File: src/rtl/if_stage_if.sv
// Instruction-memory request/response bus between the fetch stage and imem.
// The fetch stage is the master: it issues word-aligned fetch requests and
// receives at most one response per accepted request.
interface if_stage_if;
  logic        imem_req_valid;
  logic        imem_req_ready;
  logic [31:0] imem_req_addr;
  logic        imem_rsp_valid;
  logic [31:0] imem_rsp_data;

  modport master (
    output imem_req_valid,
    output imem_req_addr,
    input  imem_req_ready,
    input  imem_rsp_valid,
    input  imem_rsp_data
  );

  modport slave (
    input  imem_req_valid,
    input  imem_req_addr,
    output imem_req_ready,
    output imem_rsp_valid,
    output imem_rsp_data
  );
endinterface

File: src/rtl/if_stage.sv
// Instruction fetch stage. Keeps at most one imem request in flight, parks a
// response in a one-entry skid buffer when ID is stalled, and discards the
// in-flight response after a redirect by means of a kill flag.
module if_stage #(
  parameter logic [31:0] RESET_PC = 32'h0000_0000
) (
  input  logic        clk,
  input  logic        reset_n,
  if_stage_if.master  imem,
  input  logic        stall,
  input  logic        redirect,
  input  logic [31:0] redirect_pc,
  output logic        if_valid,
  output logic [31:0] if_pc,
  output logic [31:0] if_instr
);

  typedef enum logic [1:0] {
    FETCH = 2'd0,  // request pending or about to be issued
    WAIT  = 2'd1,  // one request outstanding
    HOLD  = 2'd2   // response parked in the skid buffer
  } state_e;

  localparam logic [31:0] NOP_INSTR    = 32'h0000_0013;
  localparam logic [31:0] RESET_PC_ALN = {RESET_PC[31:2], 2'b00};

  state_e      state_q,      state_d;
  logic [31:0] fetch_pc_q,   fetch_pc_d;
  logic [31:0] req_pc_q,     req_pc_d;
  logic        kill_q,       kill_d;
  logic [31:0] skid_pc_q,    skid_pc_d;
  logic [31:0] skid_instr_q, skid_instr_d;
  logic        if_valid_q,   if_valid_d;
  logic [31:0] if_pc_q,      if_pc_d;
  logic [31:0] if_instr_q,   if_instr_d;
  logic        req_valid_q,  req_valid_d;

  logic        req_fire;
  logic        req_stuck;
  logic [31:0] redirect_pc_aln;

  assign req_fire        = req_valid_q && imem.imem_req_ready;
  // A presented request that has not been accepted must stay up unchanged.
  assign req_stuck       = req_valid_q && !imem.imem_req_ready && !redirect;
  assign redirect_pc_aln = redirect_pc & 32'hFFFF_FFFC;

  // Next-state logic for the fetch FSM, skid buffer and ID-facing outputs.
  always_comb begin
    // NOTE: every variable gets its hold value first so that no path through
    // the branches below leaves it unassigned, which would infer a latch.
    state_d      = state_q;
    fetch_pc_d   = fetch_pc_q;
    req_pc_d     = req_pc_q;
    kill_d       = kill_q;
    skid_pc_d    = skid_pc_q;
    skid_instr_d = skid_instr_q;
    if_valid_d   = if_valid_q;
    if_pc_d      = if_pc_q;
    if_instr_d   = if_instr_q;

    // ID takes the displayed instruction; it disappears unless replaced below.
    if (if_valid_q && !stall) begin
      if_valid_d = 1'b0;
    end

    if (redirect) begin
      // Redirect outranks stall and any response; skid contents are dropped
      // simply by leaving HOLD.
      fetch_pc_d = redirect_pc_aln;
      if_valid_d = 1'b0;
      unique case (state_q)
        FETCH: begin
          if (req_fire) begin
            state_d = WAIT;
            kill_d  = 1'b1;
          end
        end
        WAIT: begin
          if (imem.imem_rsp_valid) begin
            state_d = FETCH;
            kill_d  = 1'b0;
          end else begin
            kill_d  = 1'b1;
          end
        end
        HOLD: begin
          state_d = FETCH;
        end
        default: state_d = FETCH;
      endcase
    end else begin
      unique case (state_q)
        FETCH: begin
          if (req_fire) begin
            state_d    = WAIT;
            req_pc_d   = fetch_pc_q;
            fetch_pc_d = fetch_pc_q + 32'd4;
          end
        end
        WAIT: begin
          if (imem.imem_rsp_valid) begin
            if (kill_q) begin
              kill_d  = 1'b0;
              state_d = FETCH;
            end else if (!if_valid_q || !stall) begin
              if_valid_d = 1'b1;
              if_pc_d    = req_pc_q;
              if_instr_d = imem.imem_rsp_data;
              state_d    = FETCH;
            end else begin
              skid_pc_d    = req_pc_q;
              skid_instr_d = imem.imem_rsp_data;
              state_d      = HOLD;
            end
          end
        end
        HOLD: begin
          if (!stall) begin
            if_valid_d = 1'b1;
            if_pc_d    = skid_pc_q;
            if_instr_d = skid_instr_q;
            state_d    = FETCH;
          end
        end
        default: state_d = FETCH;
      endcase
    end

    // Request is registered: raised for the next cycle when the FSM will be in
    // FETCH and ID is not sitting stalled on a live instruction.
    req_valid_d = (state_d == FETCH) && (req_stuck || !(if_valid_d && stall));
  end

  // State and output registers; reset abandons any outstanding request.
  always_ff @(posedge clk or negedge reset_n) begin
    if (!reset_n) begin
      state_q      <= FETCH;
      fetch_pc_q   <= RESET_PC_ALN;
      req_pc_q     <= '0;
      kill_q       <= 1'b0;
      // NOTE: the skid registers are reset too; they are a single entry, so
      // this is cheap and keeps them free of X after reset.
      skid_pc_q    <= '0;
      skid_instr_q <= NOP_INSTR;
      if_valid_q   <= 1'b0;
      if_pc_q      <= '0;
      if_instr_q   <= NOP_INSTR;
      req_valid_q  <= 1'b0;
    end else begin
      // NOTE: non-blocking assignments so all registers update together from
      // the values computed in the same cycle.
      state_q      <= state_d;
      fetch_pc_q   <= fetch_pc_d;
      req_pc_q     <= req_pc_d;
      kill_q       <= kill_d;
      skid_pc_q    <= skid_pc_d;
      skid_instr_q <= skid_instr_d;
      if_valid_q   <= if_valid_d;
      if_pc_q      <= if_pc_d;
      if_instr_q   <= if_instr_d;
      req_valid_q  <= req_valid_d;
    end
  end

  assign imem.imem_req_valid = req_valid_q;
  assign imem.imem_req_addr  = fetch_pc_q;
  assign if_valid            = if_valid_q;
  assign if_pc               = if_pc_q;
  assign if_instr            = if_instr_q;

endmodule

File: src/flat_wrapper.sv
// flat-port wrapper written by rule: the top's interface ports become plain ports
module if_stage_flat 
#(
  parameter logic [31:0] RESET_PC = 32'h0000_0000
)
  (clk, reset_n, stall, redirect, redirect_pc, if_valid, if_pc, if_instr, imem_imem_req_valid, imem_imem_req_addr, imem_imem_req_ready, imem_imem_rsp_valid, imem_imem_rsp_data);
  if_stage_if imem_i ();
  input  logic clk;
  input  logic reset_n;
  input  logic stall;
  input  logic redirect;
  input  logic [31:0] redirect_pc;
  output logic if_valid;
  output logic [31:0] if_pc;
  output logic [31:0] if_instr;
  output wire logic [$bits(imem_i.imem_req_valid)-1:0] imem_imem_req_valid;
  output wire logic [$bits(imem_i.imem_req_addr)-1:0] imem_imem_req_addr;
  input wire logic [$bits(imem_i.imem_req_ready)-1:0] imem_imem_req_ready;
  input wire logic [$bits(imem_i.imem_rsp_valid)-1:0] imem_imem_rsp_valid;
  input wire logic [$bits(imem_i.imem_rsp_data)-1:0] imem_imem_rsp_data;
  assign imem_imem_req_valid = imem_i.imem_req_valid;
  assign imem_imem_req_addr = imem_i.imem_req_addr;
  assign imem_i.imem_req_ready = imem_imem_req_ready;
  assign imem_i.imem_rsp_valid = imem_imem_rsp_valid;
  assign imem_i.imem_rsp_data = imem_imem_rsp_data;
  if_stage #(.RESET_PC(RESET_PC)) u_core (.clk(clk), .reset_n(reset_n), .imem(imem_i), .stall(stall), .redirect(redirect), .redirect_pc(redirect_pc), .if_valid(if_valid), .if_pc(if_pc), .if_instr(if_instr));
endmodule
File: config.mk
export PLATFORM = sky130hd
export DESIGN_NAME = if_stage_flat
export DESIGN_NICKNAME = d
export VERILOG_FILES = /design/src/rtl/if_stage_if.sv /design/src/rtl/if_stage.sv /design/src/flat_wrapper.sv
export SDC_FILE = /design/constraint.sdc
export NUM_CORES = 1
export LEC_CHECK = 0
export BUFFER_PORTS_ARGS = -buffer_cell sky130_fd_sc_hd__buf_2
export CORE_MARGIN = 2
export CORE_UTILIZATION = 40
export DETAILED_ROUTE_END_ITERATION = 12
export SYNTH_ARGS = -nofsm -noshare
export SYNTH_HDL_FRONTEND = slang
export SYNTH_SLANG_ARGS = --single-unit
File: constraint.sdc
create_clock -name clk -period 2.4 [get_ports clk]
set_clock_uncertainty 0.1 [all_clocks]
set_input_delay 0.48 -clock clk [delete_from_list [all_inputs] [get_ports clk]]
set_output_delay 0.48 -clock clk [all_outputs]
set_load 0.05 [all_outputs]
==> impl_metrics.py <==
metrics = {
    "min_path": {
        "whs_path_depth": 3,
        "min_path_type": "primary input to flip-flop",
        "hold-path-endpoint": "u_core.imem.imem_req_addr[11]",
        "hp-start": "redirect_pc[11]",
    },
    "drt": {
        "vias": 5790,
        "routed_wire_length_per_instance_um": 17.67,
        "drt_pass1_iterations": 4,
        "viasPerCell": 5.240,
        "routed_wl_mm": 19.53,
        "antenna_left": 0,
        "drt_iter0_markers": 256,
        "route.detailed.drc": 0,
    },
    "power_and_ir_drop": {
        "leakage_nw": 4.783,
        "power_mw": 11.87,
        "cellPowerDensity_nw_per_um2": 1142,
        "peakVddDrop_mv": 0.7247,
    },
    "die": {
        "core-area_um2": 21020,
        "die_x_um": 150.1,
        "die-area_um2": 22540,
        "io-pin-count": 168,
        "start_util_pct": 40.63,
        "rows": 53,
        "die_y_um": 150.1,
    },
    "worst_setup_path": {
        "worst-path-max-fanout": 18,
        "crit_required_ns": 2.64,
        "reg2reg_from": "u_core.imem.imem_req_addr[10]",
        "rr_worst_depth": 5,
        "r2r-end": "u_core.imem.imem_req_addr[29]",
        "start_kind": "flip-flop",
        "cp.arrival_ns": 2.52,
        "critPathCaptureType": "flip-flop",
        "reg2reg_slack_ns": 0.13,
        "critical_path_class": "flip-flop to flip-flop",
    },
    "timing": {
        "finalMaxSlewViolations": 0,
        "worstMarginPinSlew_ns": 0.4662,
        "rsz0062_at_grt": "no",
        "fmax_ghz": 0.4396,
        "post-route-period-util_pct": 94.78,
        "setup_viol": 0,
        "layout_min_cycle_time_ns": 2.275,
        "hold_violations": 0,
        "fin_setup_tns_ns": 0,
        "slew_headroom_pct": 68.12,
    },
    "outcome": {
        "status": "finished, final reports clean",
    },
    "synthesis": {
        "netlist_area_um2": 8542,
        "synth-main-ff-cell": "dfrtp_1",
        "synth.yosys.seq_area_share_pct": 55.46,
        "ys_seq_elements": 189,
        "synthCells": 650,
        "ys_async_sr_fraction_pct": 100.0,
        "syn_avg_cell_area_um2": 13.14,
        "yosys_warnings": 0,
        "synth_edf_count": 0,
        "ys_types": 45,
    },
    "clocking": {
        "insertion_delay_ns": 0.43,
        "clock-root-buffer": "clkbuf_16",
        "clock_path_buffers": 2,
        "htreeDepth": 4,
        "clk_pin_slew_ns": 0.07,
        "cts_made_buffers": 17,
        "cts_tree": "yes",
        "cts_sinks": 189,
    },
    "layout": {
        "drive_gt1_share_pct": 52.65,
        "fin_nets": 893,
        "mostFrequentLayoutCells": "210 x mux2_2, 182 x dfrtp_1, 160 x buf_2",
        "fillCellCount": 1899,
        "layout_commonest_cell": "mux2_2",
        "antenna_cells": 0,
        "area_growth_pct": 21.69,
    },
    "placement": {
        "io_buffer_count": 161,
        "dp_hpwl_mm": 13.35,
        "gp_congestion": 0.7884,
    },
    "grt": {
        "grt_usage_pct": 17.91,
        "grt_pass1_vias": 6044,
        "overflow": 0,
        "antenna_found_initial": 0,
        "grt_pass1_wl_mm": 31.55,
        "grt_max_degree": 54,
    },
    "flow_run": {
        "maxCapViolCount": 0,
    },
}
==> power breakdown <==
group          internal [mW]  switching (mW)  leakage, nW  total, mW
registers               4.11           0.563         2.37       4.68
logic                   1.49            3.04         2.15       4.53
clock network           1.47            1.19        0.265       2.66
total                   7.07            4.80         4.78       11.9
==> how the worst max path moves through the flow <==
stage                                               end                           from  depth (start not counted)  slack [ns]
after floorplan           u_core.imem.imem_req_addr[31]  u_core.imem.imem_req_addr[13]                          5        0.03
after global placement    u_core.imem.imem_req_addr[28]  u_core.imem.imem_req_addr[10]                          5        0.18
after detailed placement  u_core.imem.imem_req_addr[31]              u_core.state_q[0]                          7        0.14
after CTS                 u_core.imem.imem_req_addr[31]              u_core.state_q[0]                          7        0.12
after global routing               u_core.skid_pc_q[24]              u_core.state_q[1]                          6        0.02
final                     u_core.imem.imem_req_addr[29]  u_core.imem.imem_req_addr[10]                          5        0.13
==> per-stage QoR <==
step	area [µm²]	utilization (%)	worst slack, ns	hold slack, ns	cells
global route	10400	49.45	0.01689	0.1611	1105
global placement	9821	46.72	0.1785	0.3278	1072
detailed placement	9821	46.72	0.1401	0.3368	1072
floorplan	8554	-	0.02988	0.08441	653
finish	10400	49.45	0.1254	0.1644	1105
CTS	10390	49.41	0.1240	0.1456	1104
==> layout make-up <==
class	count	area (µm²)	area share, %
Sequential cell	189	4738	45.58
Timing Repair Buffer	186	1080	10.39
Tap cell	275	344.1	3.310
Clock inverter	7	53.80	0.5176
Multi-Input combinational cell	415	3643	35.05
Inverter	9	33.78	0.3250
Clock buffer	24	501.7	4.827
==> flip-flops by register name (all words and copies together) (netlist names) <==
signal / count
u_core.req_pc_q: 30
u_core.if_pc: 30
u_core.state_q: 2
u_core.if_valid: 1
u_core.imem.imem_req_addr: 30
u_core.if_instr: 32
u_core.skid_pc_q: 30
u_core.imem.imem_req_valid: 1
u_core.kill_q: 1
u_core.skid_instr_q: 32
==> worst max-delay path: stages (launching register included) <==
cell,delay [ns]
dfrtp_2,0.44
nand4_2,0.19
or4_1,0.57
buf_4,0.21
or4_1,0.51
a31oi_1,0.18
==> layer usage <==
metal	share of wire (%)	up-vias	global-route usage (%)
met1	43	2920	23.10
met2	50	146	30.34
met4	1.5	0	5.849
met3	4.6	18	3.545
li1	-	2706	-
met5	0	-	0
==> cells in the mapped netlist (all sizes together), types with 7 or more instances <==
cell,instances,share of area [%]
dfrtp,183,54
or3,8,0.59
nor2,19,0.83
nand3,17,1.0
nand4,8,0.66
clkbuf,34,1.5
mux2,214,28
and3,7,0.51
or4,10,0.88
o21ai,26,1.5
nand2,31,1.4
inv,9,0.40
a31oi,16,1.2
==> what timing repair did <==
item	4_1_cts	5_1_grt
gates resized for setup	0	1
endpoints found under the setup margin	0	2
buffers inserted	0	1
hold endpoints to repair	37	0
hold buffers	1	0
==> logic make-up (layout without fill, tap and decap cells) <==
family	after synthesis	after routing	synth area share, %
buffers and inverters	49	226	2.431
and+or+nand+nor	118	118	7.485
other	1	4	0.04390
xor gates and xnor gates	8	8	0.8202
AOI/OAI and AO/OA	65	65	4.702
muxes	215	215	28.33
DFF	189	189	55.46
adders and majority gates	5	5	0.7324
(Power assumes the default switching activity.)
